[src/rtl/bp_nonsynth_commit_aligner.sv]
// Cosim commit/writeback aligner: buffers commits and per-port writebacks, emits one aligned retire record per handshake.
// Optional trace output is enabled by defining BP_COMMIT_ALIGNER_TRACE_EN.
module bp_nonsynth_commit_aligner #(
    parameter int vaddr_width_p    = 39,
    parameter int instr_width_p    = 32,
    parameter int dword_width_p    = 64,
    parameter int reg_addr_width_p = 5,
    parameter int num_wb_p         = 2,
    parameter int commit_els_p     = 8,
    parameter int wb_els_p         = 4,
    parameter int timeout_p        = 1024
) (
    input  logic                                   clk_i,
    input  logic                                   reset_i,
    input  logic                                   en_i,
    input  logic                                   commit_v_i,
    input  logic [vaddr_width_p-1:0]               commit_pc_i,
    input  logic [instr_width_p-1:0]               commit_instr_i,
    input  logic [num_wb_p-1:0]                    commit_wb_sel_i,
    input  logic                                   interrupt_v_i,
    input  logic [dword_width_p-1:0]               cause_i,
    input  logic [num_wb_p-1:0]                    wb_v_i,
    input  logic [num_wb_p*reg_addr_width_p-1:0]   wb_addr_i,
    input  logic [num_wb_p*dword_width_p-1:0]      wb_data_i,
    output logic                                   out_v_o,
    output logic                                   out_trap_o,
    output logic [vaddr_width_p-1:0]               out_pc_o,
    output logic [instr_width_p-1:0]               out_instr_o,
    output logic [reg_addr_width_p-1:0]            out_rd_addr_o,
    output logic [dword_width_p-1:0]               out_wdata_o,
    input  logic                                   out_yumi_i,
    output logic                                   overflow_o,
    output logic                                   timeout_o,
    output logic [31:0]                            retire_cnt_o
);

    localparam int cptr_w_lp = $clog2(commit_els_p);
    localparam int wptr_w_lp = $clog2(wb_els_p);
    localparam int wait_w_lp = $clog2(timeout_p + 1);
    localparam logic [cptr_w_lp:0]   commit_full_lp = (cptr_w_lp+1)'(commit_els_p);
    localparam logic [wptr_w_lp:0]   wb_full_lp     = (wptr_w_lp+1)'(wb_els_p);
    localparam logic [wait_w_lp-1:0] wait_max_lp    = wait_w_lp'(timeout_p);

    typedef struct packed {
        logic                      trap;
        logic [vaddr_width_p-1:0]  pc;
        logic [instr_width_p-1:0]  instr;
        logic [num_wb_p-1:0]       sel;
        logic [dword_width_p-1:0]  cause;
    } commit_entry_t;

    typedef enum logic [1:0] {e_idle = 2'd0, e_wait = 2'd1, e_ready = 2'd2} state_e;

    function automatic logic [num_wb_p-1:0] lowest_bit(input logic [num_wb_p-1:0] v);
        lowest_bit = '0;
        for (int k = num_wb_p - 1; k >= 0; k--) begin
            if (v[k]) begin
                lowest_bit    = '0;
                lowest_bit[k] = 1'b1;
            end
        end
    endfunction

    commit_entry_t                          commit_mem_q [commit_els_p];
    logic [cptr_w_lp-1:0]                   commit_rd_q, commit_wr_q, commit_rd_d_s;
    logic [cptr_w_lp:0]                     commit_cnt_q, commit_cnt_d, commit_rem_s;
    commit_entry_t                          commit_head_s, commit_new_s, next_head_s;
    logic                                   commit_push_s, commit_wr_s, commit_drop_s, retire_s;

    logic [reg_addr_width_p-1:0]            wb_addr_mem_q [num_wb_p][wb_els_p];
    logic [dword_width_p-1:0]               wb_data_mem_q [num_wb_p][wb_els_p];
    logic [num_wb_p-1:0][wptr_w_lp-1:0]     wb_rd_q, wb_wr_q;
    logic [num_wb_p-1:0][wptr_w_lp:0]       wb_cnt_q, wb_cnt_d;
    logic [num_wb_p-1:0]                    wb_push_s, wb_pop_s, wb_wr_s, wb_drop_s, wb_nonempty_d_s;

    state_e                                 state_q, state_d;
    logic [wait_w_lp-1:0]                   wait_cnt_q, wait_cnt_d;
    logic                                   overflow_q, overflow_d, timeout_q, timeout_d;
    logic [31:0]                            retire_cnt_q;

    assign retire_s      = out_yumi_i & (state_q == e_ready);
    assign commit_push_s = en_i & (commit_v_i | interrupt_v_i);
    assign commit_wr_s   = commit_push_s & ((commit_cnt_q != commit_full_lp) | retire_s);
    assign commit_drop_s = commit_push_s & ~commit_wr_s;
    assign commit_cnt_d  = commit_cnt_q + (cptr_w_lp+1)'(commit_wr_s) - (cptr_w_lp+1)'(retire_s);
    assign commit_head_s = commit_mem_q[commit_rd_q];
    assign commit_rd_d_s = commit_rd_q + cptr_w_lp'(retire_s);
    assign commit_rem_s  = commit_cnt_q - (cptr_w_lp+1)'(retire_s);

    // Trap entries carry no writeback; multi-hot selects collapse to their lowest port.
    always_comb begin
        commit_new_s.trap  = interrupt_v_i;
        commit_new_s.pc    = commit_pc_i;
        commit_new_s.instr = commit_instr_i;
        commit_new_s.sel   = interrupt_v_i ? '0 : lowest_bit(commit_wb_sel_i);
        commit_new_s.cause = cause_i;
    end

    // Per-port writeback FIFO control, popped alongside the commit that consumes it.
    always_comb begin
        wb_push_s       = '0;
        wb_pop_s        = '0;
        wb_wr_s         = '0;
        wb_drop_s       = '0;
        wb_nonempty_d_s = '0;
        wb_cnt_d        = wb_cnt_q;
        for (int k = 0; k < num_wb_p; k++) begin
            wb_push_s[k]       = en_i & wb_v_i[k];
            wb_pop_s[k]        = retire_s & commit_head_s.sel[k];
            wb_wr_s[k]         = wb_push_s[k] & ((wb_cnt_q[k] != wb_full_lp) | wb_pop_s[k]);
            wb_drop_s[k]       = wb_push_s[k] & ~wb_wr_s[k];
            wb_cnt_d[k]        = wb_cnt_q[k] + (wptr_w_lp+1)'(wb_wr_s[k]) - (wptr_w_lp+1)'(wb_pop_s[k]);
            wb_nonempty_d_s[k] = (wb_cnt_d[k] != '0);
        end
    end

    // The head seen next cycle is the incoming entry when no older entry survives this cycle.
    always_comb begin
        if (commit_rem_s == '0) begin
            next_head_s = commit_new_s;
        end else begin
            next_head_s = commit_mem_q[commit_rd_d_s];
        end
    end

    // Next-state: classify the head that will be present after this edge.
    always_comb begin
        state_d = e_idle;
        if (commit_cnt_d == '0) begin
            state_d = e_idle;
        end else if (next_head_s.trap || (next_head_s.sel == '0)
                     || ((next_head_s.sel & wb_nonempty_d_s) != '0)) begin
            state_d = e_ready;
        end else begin
            state_d = e_wait;
        end
    end

    // Wait counter, sticky flags.
    always_comb begin
        wait_cnt_d = wait_cnt_q;
        if (retire_s) begin
            wait_cnt_d = '0;
        end else if ((state_q == e_wait) && (wait_cnt_q != wait_max_lp)) begin
            wait_cnt_d = wait_cnt_q + wait_w_lp'(1);
        end else begin
            wait_cnt_d = wait_cnt_q;
        end
        overflow_d = overflow_q | commit_drop_s | (|wb_drop_s);
        timeout_d  = timeout_q | (wait_cnt_d == wait_max_lp);
    end

    // Record fields come straight from the FIFO heads and are forced to zero unless valid.
    always_comb begin
        out_v_o       = 1'b0;
        out_trap_o    = 1'b0;
        out_pc_o      = '0;
        out_instr_o   = '0;
        out_rd_addr_o = '0;
        out_wdata_o   = '0;
        case (state_q)
            e_ready: begin
                out_v_o = 1'b1;
                if (commit_head_s.trap) begin
                    out_trap_o  = 1'b1;
                    out_wdata_o = commit_head_s.cause;
                end else begin
                    out_pc_o    = commit_head_s.pc;
                    out_instr_o = commit_head_s.instr;
                    for (int k = 0; k < num_wb_p; k++) begin
                        if (commit_head_s.sel[k]) begin
                            out_rd_addr_o = wb_addr_mem_q[k][wb_rd_q[k]];
                            out_wdata_o   = wb_data_mem_q[k][wb_rd_q[k]];
                        end
                    end
                end
            end
            default: begin
                out_v_o = 1'b0;
            end
        endcase
    end

    // FIFO storage arrays; contents are qualified by the counts so they need no reset.
    always_ff @(posedge clk_i) begin
        if (commit_wr_s) begin
            commit_mem_q[commit_wr_q] <= commit_new_s;
        end
        for (int k = 0; k < num_wb_p; k++) begin
            if (wb_wr_s[k]) begin
                wb_addr_mem_q[k][wb_wr_q[k]] <= wb_addr_i[k*reg_addr_width_p +: reg_addr_width_p];
                wb_data_mem_q[k][wb_wr_q[k]] <= wb_data_i[k*dword_width_p +: dword_width_p];
            end
        end
    end

    // Pointers, counts, FSM state and status registers.
    always_ff @(posedge clk_i or negedge reset_i) begin
        if (!reset_i) begin
            commit_rd_q  <= '0;
            commit_wr_q  <= '0;
            commit_cnt_q <= '0;
            wb_rd_q      <= '0;
            wb_wr_q      <= '0;
            wb_cnt_q     <= '0;
            state_q      <= e_idle;
            wait_cnt_q   <= '0;
            overflow_q   <= 1'b0;
            timeout_q    <= 1'b0;
            retire_cnt_q <= 32'd0;
        end else begin
            commit_rd_q  <= commit_rd_d_s;
            commit_wr_q  <= commit_wr_q + cptr_w_lp'(commit_wr_s);
            commit_cnt_q <= commit_cnt_d;
            for (int k = 0; k < num_wb_p; k++) begin
                wb_rd_q[k] <= wb_rd_q[k] + wptr_w_lp'(wb_pop_s[k]);
                wb_wr_q[k] <= wb_wr_q[k] + wptr_w_lp'(wb_wr_s[k]);
            end
            wb_cnt_q     <= wb_cnt_d;
            state_q      <= state_d;
            wait_cnt_q   <= wait_cnt_d;
            overflow_q   <= overflow_d;
            timeout_q    <= timeout_d;
            if (retire_s && !commit_head_s.trap && (retire_cnt_q != 32'hFFFF_FFFF)) begin
                retire_cnt_q <= retire_cnt_q + 32'd1;
            end else begin
                retire_cnt_q <= retire_cnt_q;
            end
        end
    end

    assign overflow_o   = overflow_q;
    assign timeout_o    = timeout_q;
    assign retire_cnt_o = retire_cnt_q;

`ifdef BP_COMMIT_ALIGNER_TRACE_EN
    // Retire trace and first-occurrence error reporting.
    always @(posedge clk_i) begin
        if (reset_i) begin
            if (retire_s && out_trap_o) begin
                $display("[ALIGN] trap cause=%h", out_wdata_o);
            end else if (retire_s) begin
                $display("[ALIGN] pc=%h instr=%h rd=%d data=%h", out_pc_o, out_instr_o, out_rd_addr_o, out_wdata_o);
            end
            if (overflow_d && !overflow_q) begin
                $error("[ALIGN] FIFO overflow");
            end
            if (timeout_d && !timeout_q) begin
                $error("[ALIGN] head wait timeout");
            end
        end
    end
`endif

endmodule

[config.mk]
export PLATFORM = sky130hd
export DESIGN_NAME = bp_nonsynth_commit_aligner
export DESIGN_NICKNAME = d
export VERILOG_FILES = /design/src/rtl/bp_nonsynth_commit_aligner.sv
export SDC_FILE = /design/constraint.sdc
export NUM_CORES = 2
export LEC_CHECK = 0
export BUFFER_PORTS_ARGS = -buffer_cell sky130_fd_sc_hd__buf_4
export CORE_MARGIN = 5
export CORE_UTILIZATION = 37
export DETAILED_ROUTE_END_ITERATION = 16
export GPL_TIMING_DRIVEN = 0
export PLACE_DENSITY_LB_ADDON = 0.15
export RECOVER_POWER = 100
export SETUP_SLACK_MARGIN = 0.3
export SLEW_MARGIN = 15
export SYNTH_ARGS = -nofsm -noshare
export SYNTH_HDL_FRONTEND = slang
export SYNTH_SLANG_ARGS = --single-unit
[constraint.sdc]
create_clock -name clk_i -period 29.7 [get_ports clk_i]
set_input_delay 8.91 -clock clk_i [delete_from_list [all_inputs] [get_ports clk_i]]
set_output_delay 8.91 -clock clk_i [all_outputs]
set_load 0.01 [all_outputs]
# After elaboration in Yosys (flattened, before gate mapping)
# Memories as Yosys holds them, arrays and structs flattened.
# Index checks and enable logic that the tools add are counted.
[word_totals]
regBits = 71
ram_bits = 1656
input_bits = 283
output_inout_bits = 176
wordCells = 139
mem_count = 3
[classes]
addsub = 15
magnitude_cmp = 6
n_eq_ne = 8
n_mux = 51
bitwise = 27
n_reduce_logical = 15
[mem_list]
columns = ["memory", "words", "width", "read_ports", "rd_ports_with_merged_regs", "write_ports", "line", "source"]
rows = [
  ["commit_mem_q", 8, 138, 2, 0, 1, "64", "commit_entry_t commit_mem_q [commit_els_p];"],
  ["wb_data_mem_q", 2, 256, 2, 0, 2, "71", "logic [dword_width_p-1:0] wb_data_mem_q [num_wb_p][wb_els_p];"],
  ["wb_addr_mem_q", 2, 20, 2, 0, 2, "70", "logic [reg_addr_width_p-1:0] wb_addr_mem_q [num_wb_p][wb_els_p];"],
]
[ops]
columns = ["op", "count"]
rows = [
  ["2-to-1 mux 64 bit", 10],
  ["2-to-1 mux 256 bit", 2],
  ["binary-select mux 64 bit (select 2 bit)", 2],
  ["demux 64 bit (select 2 bit)", 2],
  ["2-to-1 mux 138 bit", 1],
  ["2-to-1 mux 39 bit", 2],
  ["2-to-1 mux 32 bit", 2],
  ["2-to-1 mux 5 bit", 10],
  ["2-to-1 mux 20 bit", 2],
  ["adder 32 x 1 -> 32 bit (second input constant)", 1],
  ["inequality test 32 bit (second input constant)", 1],
  ["2-to-1 mux 11 bit", 2],
  ["binary-select mux 5 bit (select 2 bit)", 2],
  ["demux 5 bit (select 2 bit)", 2],
  ["adder 3 x 1 -> 3 bit", 4],
  ["bitwise AND 1 bit", 12],
  [">= comparator 3 bit (second input constant)", 4],
  ["NOT 2 -> 3 bit", 4],
  ["adder 11 x 1 -> 11 bit (second input constant)", 1],
  ["equality test 11 bit (second input constant)", 1],
  ["inequality test 11 bit (second input constant)", 1],
  ["2-to-1 mux 2 bit", 5],
  ["adder 2 x 1 -> 2 bit", 4],
  ["zero test 4 bit", 2],
  ["19 further kinds", 43],
]

# Depth between registers and ports, before layout
[depth]
depth_word = 13
ltp_mapped = 16
ltp_nobuf = 14

# Worst setup path after synthesis
# OpenSTA, ideal clock, no wires.
[synth_path]
kind = "input port to flip-flop"
startpoint = "in out_yumi_i"
endpoint = "mem commit_mem_q[0][0] (netlist bit) (enable)"
arrival_time_ns = 22.661
t_required_ns = 28.727
setup_slack_ns = 6.066
cell_stages = 4
cell_sequence = "nand3b_1 > and4_1 > nand2b_1 > nor4_1"
[synth_via]
elab_chain_len = 5
[synth_lines]
columns = ["element", "line", "source"]
rows = [
  ["start: declaration", "31", "input logic out_yumi_i,"],
  ["bitwise AND 1 bit", "81", "assign retire_s = out_yumi_i & (state_q == e_ready);"],
  ["OR 1 bit", "83", "assign commit_wr_s = commit_push_s & ((commit_cnt_q != commit_full_lp) | retire_s);"],
  ["bitwise AND 1 bit", "83", ""],
  ["2-to-1 mux 1 bit", "186", "if (commit_wr_s) begin"],
  ["2-to-1 mux 1 bit (implied by the code)", "187", "commit_mem_q[commit_wr_q] <= commit_new_s;"],
  ["end: declaration", "64", ""],
]
# No other way between the ends.

# Final worst setup path
[layout_path]
startpoint = "reg commit_rd_q[0]"
endpoint = "out out_pc_o[17]"
[layout_via]
elab_chain_len = 3
[layout_lines]
columns = ["element", "line", "source"]
rows = [
  ["start: declaration", "65", "logic [cptr_w_lp-1:0] commit_rd_q, commit_wr_q, commit_rd_d_s;"],
  ["start signal: assignment", "212", "commit_rd_q <= commit_rd_d_s;"],
  ["memory read (8 x 138 bit)", "--", ""],
  ["2-to-1 mux 39 bit", "164", "if (commit_head_s.trap) begin"],
  ["2-to-1 mux 39 bit", "161", "case (state_q)"],
  ["end: declaration", "27", "output logic [vaddr_width_p-1:0] out_pc_o,"],
]
# No other way between the ends.

==> summary by stage <==
Outcome
The run finished, with violations left. The checks that failed: max-capacitance violations, max-slew violations.

Cells and area
Compared with the post-synthesis result, the final layout area differs by 17.3%. The net count of the finished layout is 4113. In the final layout, the share of cells above drive strength 1 is 0.190.

The finished layout holds 6338 standard cells, fillers aside. Counting the fill cells in the layout gives 15800. Once layout is complete, the utilization of the core stands at 0.437.

Detailed routing
The via count of the routed design is 33000. Summed over all layers, the routed wires come to 177000 µm. The first TritonRoute pass finished after 5 iterations. The number of vias per cell is 5.21.

Dividing the detail-routed wire length by the instance count gives 27.9 µm. The initial DRC count is 2389. The final routed DRC violation total is 0. The remaining antenna violation count after routing is 0.

Critical path
Counting stages on the worst path, the most repeated cell is clkbuf_1. The critical path's largest stage delay is 1.11 ns. Counting cells, the worst reg-to-reg path comes to 9. STA classifies the critical path startpoint as a flop. Among all stages on the critical path, the largest delay is contributed by clkbuf_1. The launch instance of the worst register-to-register path is state_q[0]$_DFF_PN0_. The start point of the critical path is commit_rd_q[0]$_DFF_PN0_. The critical path endpoint category is a primary output.

The worst register-to-register path ends at commit_mem_q[5][6]$_DFFE_PP_. The slack of the worst reg-to-reg path is 22.75 ns. The endpoint of the most critical setup path is out_pc_o[17]. The critical path data arrival time is 6.28 ns. Walking the worst path, the cells encountered are clkbuf_1 > clkbuf_1 > mux2_1 > or2_0 > clkbuf_1 > clkbuf_1 > clkbuf_1 > nor2_1 > clkbuf_1. The required time reported for the critical path endpoint is 20.79 ns.

By startpoint and endpoint, the worst setup path is classified as reg -> out. The maximum fanout count along the critical path is 10.

Synth
The number of nets produced by synthesis is 3258. The async set-or-reset flop fraction in the synthesized netlist is 0.0411. After synthesis the netlist holds a flip-flop and latch count of 1727. The instance count of the mapped netlist is 2950. The warning count from the yosys run is 0.

The dominant register cell in the synthesized netlist is edfxtp_1. After synthesis the cells add up to 66500 µm². In this run, distinct cell masters in the synthesized netlist total 59. The sequential cell area fraction in the yosys report is 0.774. The synthesized area per cell is 22.5 µm². The number of enable-type register cells in the synthesized netlist is 1656.

STA
Of the available clock period, the critical path in the final layout requires 0.511. Setup violations remaining at the end of the flow were counted as 0. Setup repair after global routing left no endpoint under its margin. For the pin with the worst max-slew slack, the measured transition is 4.12 ns.

Based on the critical path, the design can be clocked at up to 65.8 MHz. The number of pins exceeding their max-slew limit in the final report is 324. The relative max-transition margin is -1.75. The post-route clock skew is 0.0325 ns.

The routed design could run at a clock period as short as 15.19 ns. The count of endpoints failing hold in the final timing report is 0.

Floorplanning
The die is 434 µm tall. The standard-cell row count is 155. From left edge to right edge, the die measures 434 µm. The area inside the core boundary is 179000 µm². The floorplan die area is 188000 µm².

The initial utilization of the core area, before any placement, comes to 0.372. 459 I/O pins were placed.

Global routing
The total congestion overflow after global routing is 0. The overall routing resource usage is 0.187. The largest net degree at the start of global routing is 72.

The initial antenna violation count came to 80. The first global-routing pass estimated 253000 µm of wire. The via count of the first global-routing pass is 34200.

Power and ir drop
The internal power contribution is 5.23 mW. The worst-case IR drop observed on VDD is 0.0590 mV. Power spread over the standard cell area amounts to 101 nW/µm².

The switching portion of total power is 0.336. The leakage dissipation is 24.7 nW. Of the total power, registers draw 0.386.

The share of total power dissipated in the clock network is 0.285. In this run the power spent charging and discharging nets is 2.64 mW. Of the total power, combinational logic draws 0.330.

Place
The total of buffers placed on input and output ports is 458. The detailed-placement wirelength estimate is 126000 µm. In this run, placement finished with an instance count of 5972. The final weighted congestion in routability-driven placement is 0.769.

Clock network
The number of hold buffers added after CTS was 0. The later pin in the worst-skew pair is clocked with a latency of 0.83 ns. The clock sink count is 1727. The number of gates resized after cts is 0. Counting along the longest clock path gives a buffer depth of 3. The CTS buffer count is 186. The level count of the clock H-tree is 4. The number of setup buffers added after CTS is 0.

The tree is rooted in a clkbuf_16. After clock tree synthesis, the clock-pin slew on the worst setup and hold paths is 0.06 ns. The TritonCTS clock tree is done.

Flow run
Across the run, the number of max-cap violations was 15.

Min path
The min-delay analysis places its worst path in the category reg -> reg.
Yosys cell counts (14+ instances only):
cell type	count	area [µm²]
nand4_1	20	125
xor2_1	15	131
inv_1	27	101
a211oi_1	67	503
a221oi_1	64	561
buf_1	14	52.6
xnor2_1	29	254
nand3_1	20	100
dfrtp_1	71	1780
edfxtp_1	1656	49700
clkbuf_1	85	319
ha_1	22	275
mux2i_1	142	1420
nor2_1	94	353
nand2_1	23	86.3
mux4_2	420	9460
buf_2	51	255
how the worst min path moves through the flow:
stage                          from                   end  slack, ns  depth (start not counted)
6_report        timeout_o$_DFF_PN0_   timeout_o$_DFF_PN0_       0.48                          1
5_1_grt         timeout_o$_DFF_PN0_   timeout_o$_DFF_PN0_       0.51                          1
4_1_cts         timeout_o$_DFF_PN0_   timeout_o$_DFF_PN0_       0.49                          1
3_5_place_dp    timeout_o$_DFF_PN0_   timeout_o$_DFF_PN0_       0.47                          1
3_3_place_gp    timeout_o$_DFF_PN0_   timeout_o$_DFF_PN0_       0.47                          1
2_1_floorplan  wb_rd_q[2]$_DFF_PN0_  wb_rd_q[2]$_DFF_PN0_       0.48                          1
layer usage:
layer  up-vias  wire length (µm)  global-route usage
li1      14300                 -                   -
met1     17500             73600               0.244
met2       850             88100               0.313
met3       349              9260              0.0423
met4        20              5880              0.0606
met5         -               138                   0
flip-flops by register name, indices dropped and copies added, names as in the netlist:
register       count
wb_addr_mem_q     40
wb_wr_q            4
commit_wr_q        3
retire_cnt_o      32
timeout_o          1
commit_rd_q        3
wb_cnt_q           6
state_q            2
commit_cnt_q       4
overflow_o         1
wait_cnt_q        11
wb_rd_q            4
commit_mem_q    1104
wb_data_mem_q    512
critical path: cells and delay by family (launching register included):
| family | cells | cell delay (ns) |
|---|---|---|
| simple gates | 2 | 0.72 |
| flops | 1 | 0.35 |
| mux | 1 | 0.85 |
| buf+inv | 6 | 3.53 |
power by group through the flow:
stage | sequential (mW) | combinational (mW) | clock (mW)
detailed placement | 3.08 | 2.89 | 0
floorplan | 3.13 | 1.58 | 0
global placement | 3.24 | 2.79 | 0
global route | 3.06 | 2.80 | 2.41
finish | 3.03 | 2.59 | 2.24
CTS | 3.03 | 2.90 | 2.31
kinds of logic (layout without fill, tap and decap cells):
family                     count (synthesis)  after routing  synth area share
DFF                                     1727           1727             0.774
muxes                                    565            565             0.164
and+or+nand+nor                          242            242            0.0188
buffers and inverters                    184           1187            0.0117
AOI/OAI and AO/OA                        161            161            0.0194
xor gates and xnor gates                  46             46           0.00651
adders and majority gates                 25             25           0.00504
other                                      0             30                 0
cells in the final DEF, fill, tap and decap left out, types with 7 or more instances in the layout:
master,synthesis,routed
clkbuf_16,0,187
mux2i_1,142,142
clkbuf_1,85,774
clkinv_1,0,47
and3_1,11,11
nand2_1,23,23
dfrtp_1,71,71
nor4_1,9,9
buf_4,7,28
a21oi_1,8,8
nor2_1,94,95
ha_1,22,22
and4_1,7,7
xnor2_1,29,29
a221oi_1,64,64
nor3_1,12,13
inv_1,27,27
nand4_1,20,20
nand2b_1,10,10
diode_2,0,30
clkinv_2,0,33
buf_1,14,14
bufinv_16,0,14
buf_2,51,37
mux4_2,420,420
a211oi_1,67,67
nand3_1,20,20
xor2_1,15,15
edfxtp_1,1656,1656
stage by stage:
step / instance area, µm² / setup TNS, ns / hold WS, ns / power, mW / setup slack, ns
5_1_grt: 77900 / 0 / 0.513 / 8.27 / 13.99
2_1_floorplan: 66500 / 0 / 0.477 / 4.71 / 6.07
6_report: 78000 / 0 / 0.482 / 7.87 / 14.51
3_3_place_gp: 72900 / -3153.26 / 0.469 / 6.03 / -12.04
3_5_place_dp: 75100 / 0 / 0.470 / 5.98 / 16.41
4_1_cts: 81000 / 0 / 0.485 / 8.24 / 15.79
area by class of cell:
cell class	instances	area (µm²)	share of cell area
Sequential cell	1727	51500	0.660
Clock inverter	117	1110	0.0143
Inverter	27	101	0.00130
Clock buffer	219	4800	0.0615
Timing Repair Buffer	667	2600	0.0333
Multi-Input combinational cell	1039	14200	0.182
Antenna cell	30	75.1	0.000963
Buffer	157	651	0.00834
Tap cell	2355	2950	0.0378
Note: power is estimated with default switching activity, not from simulation.
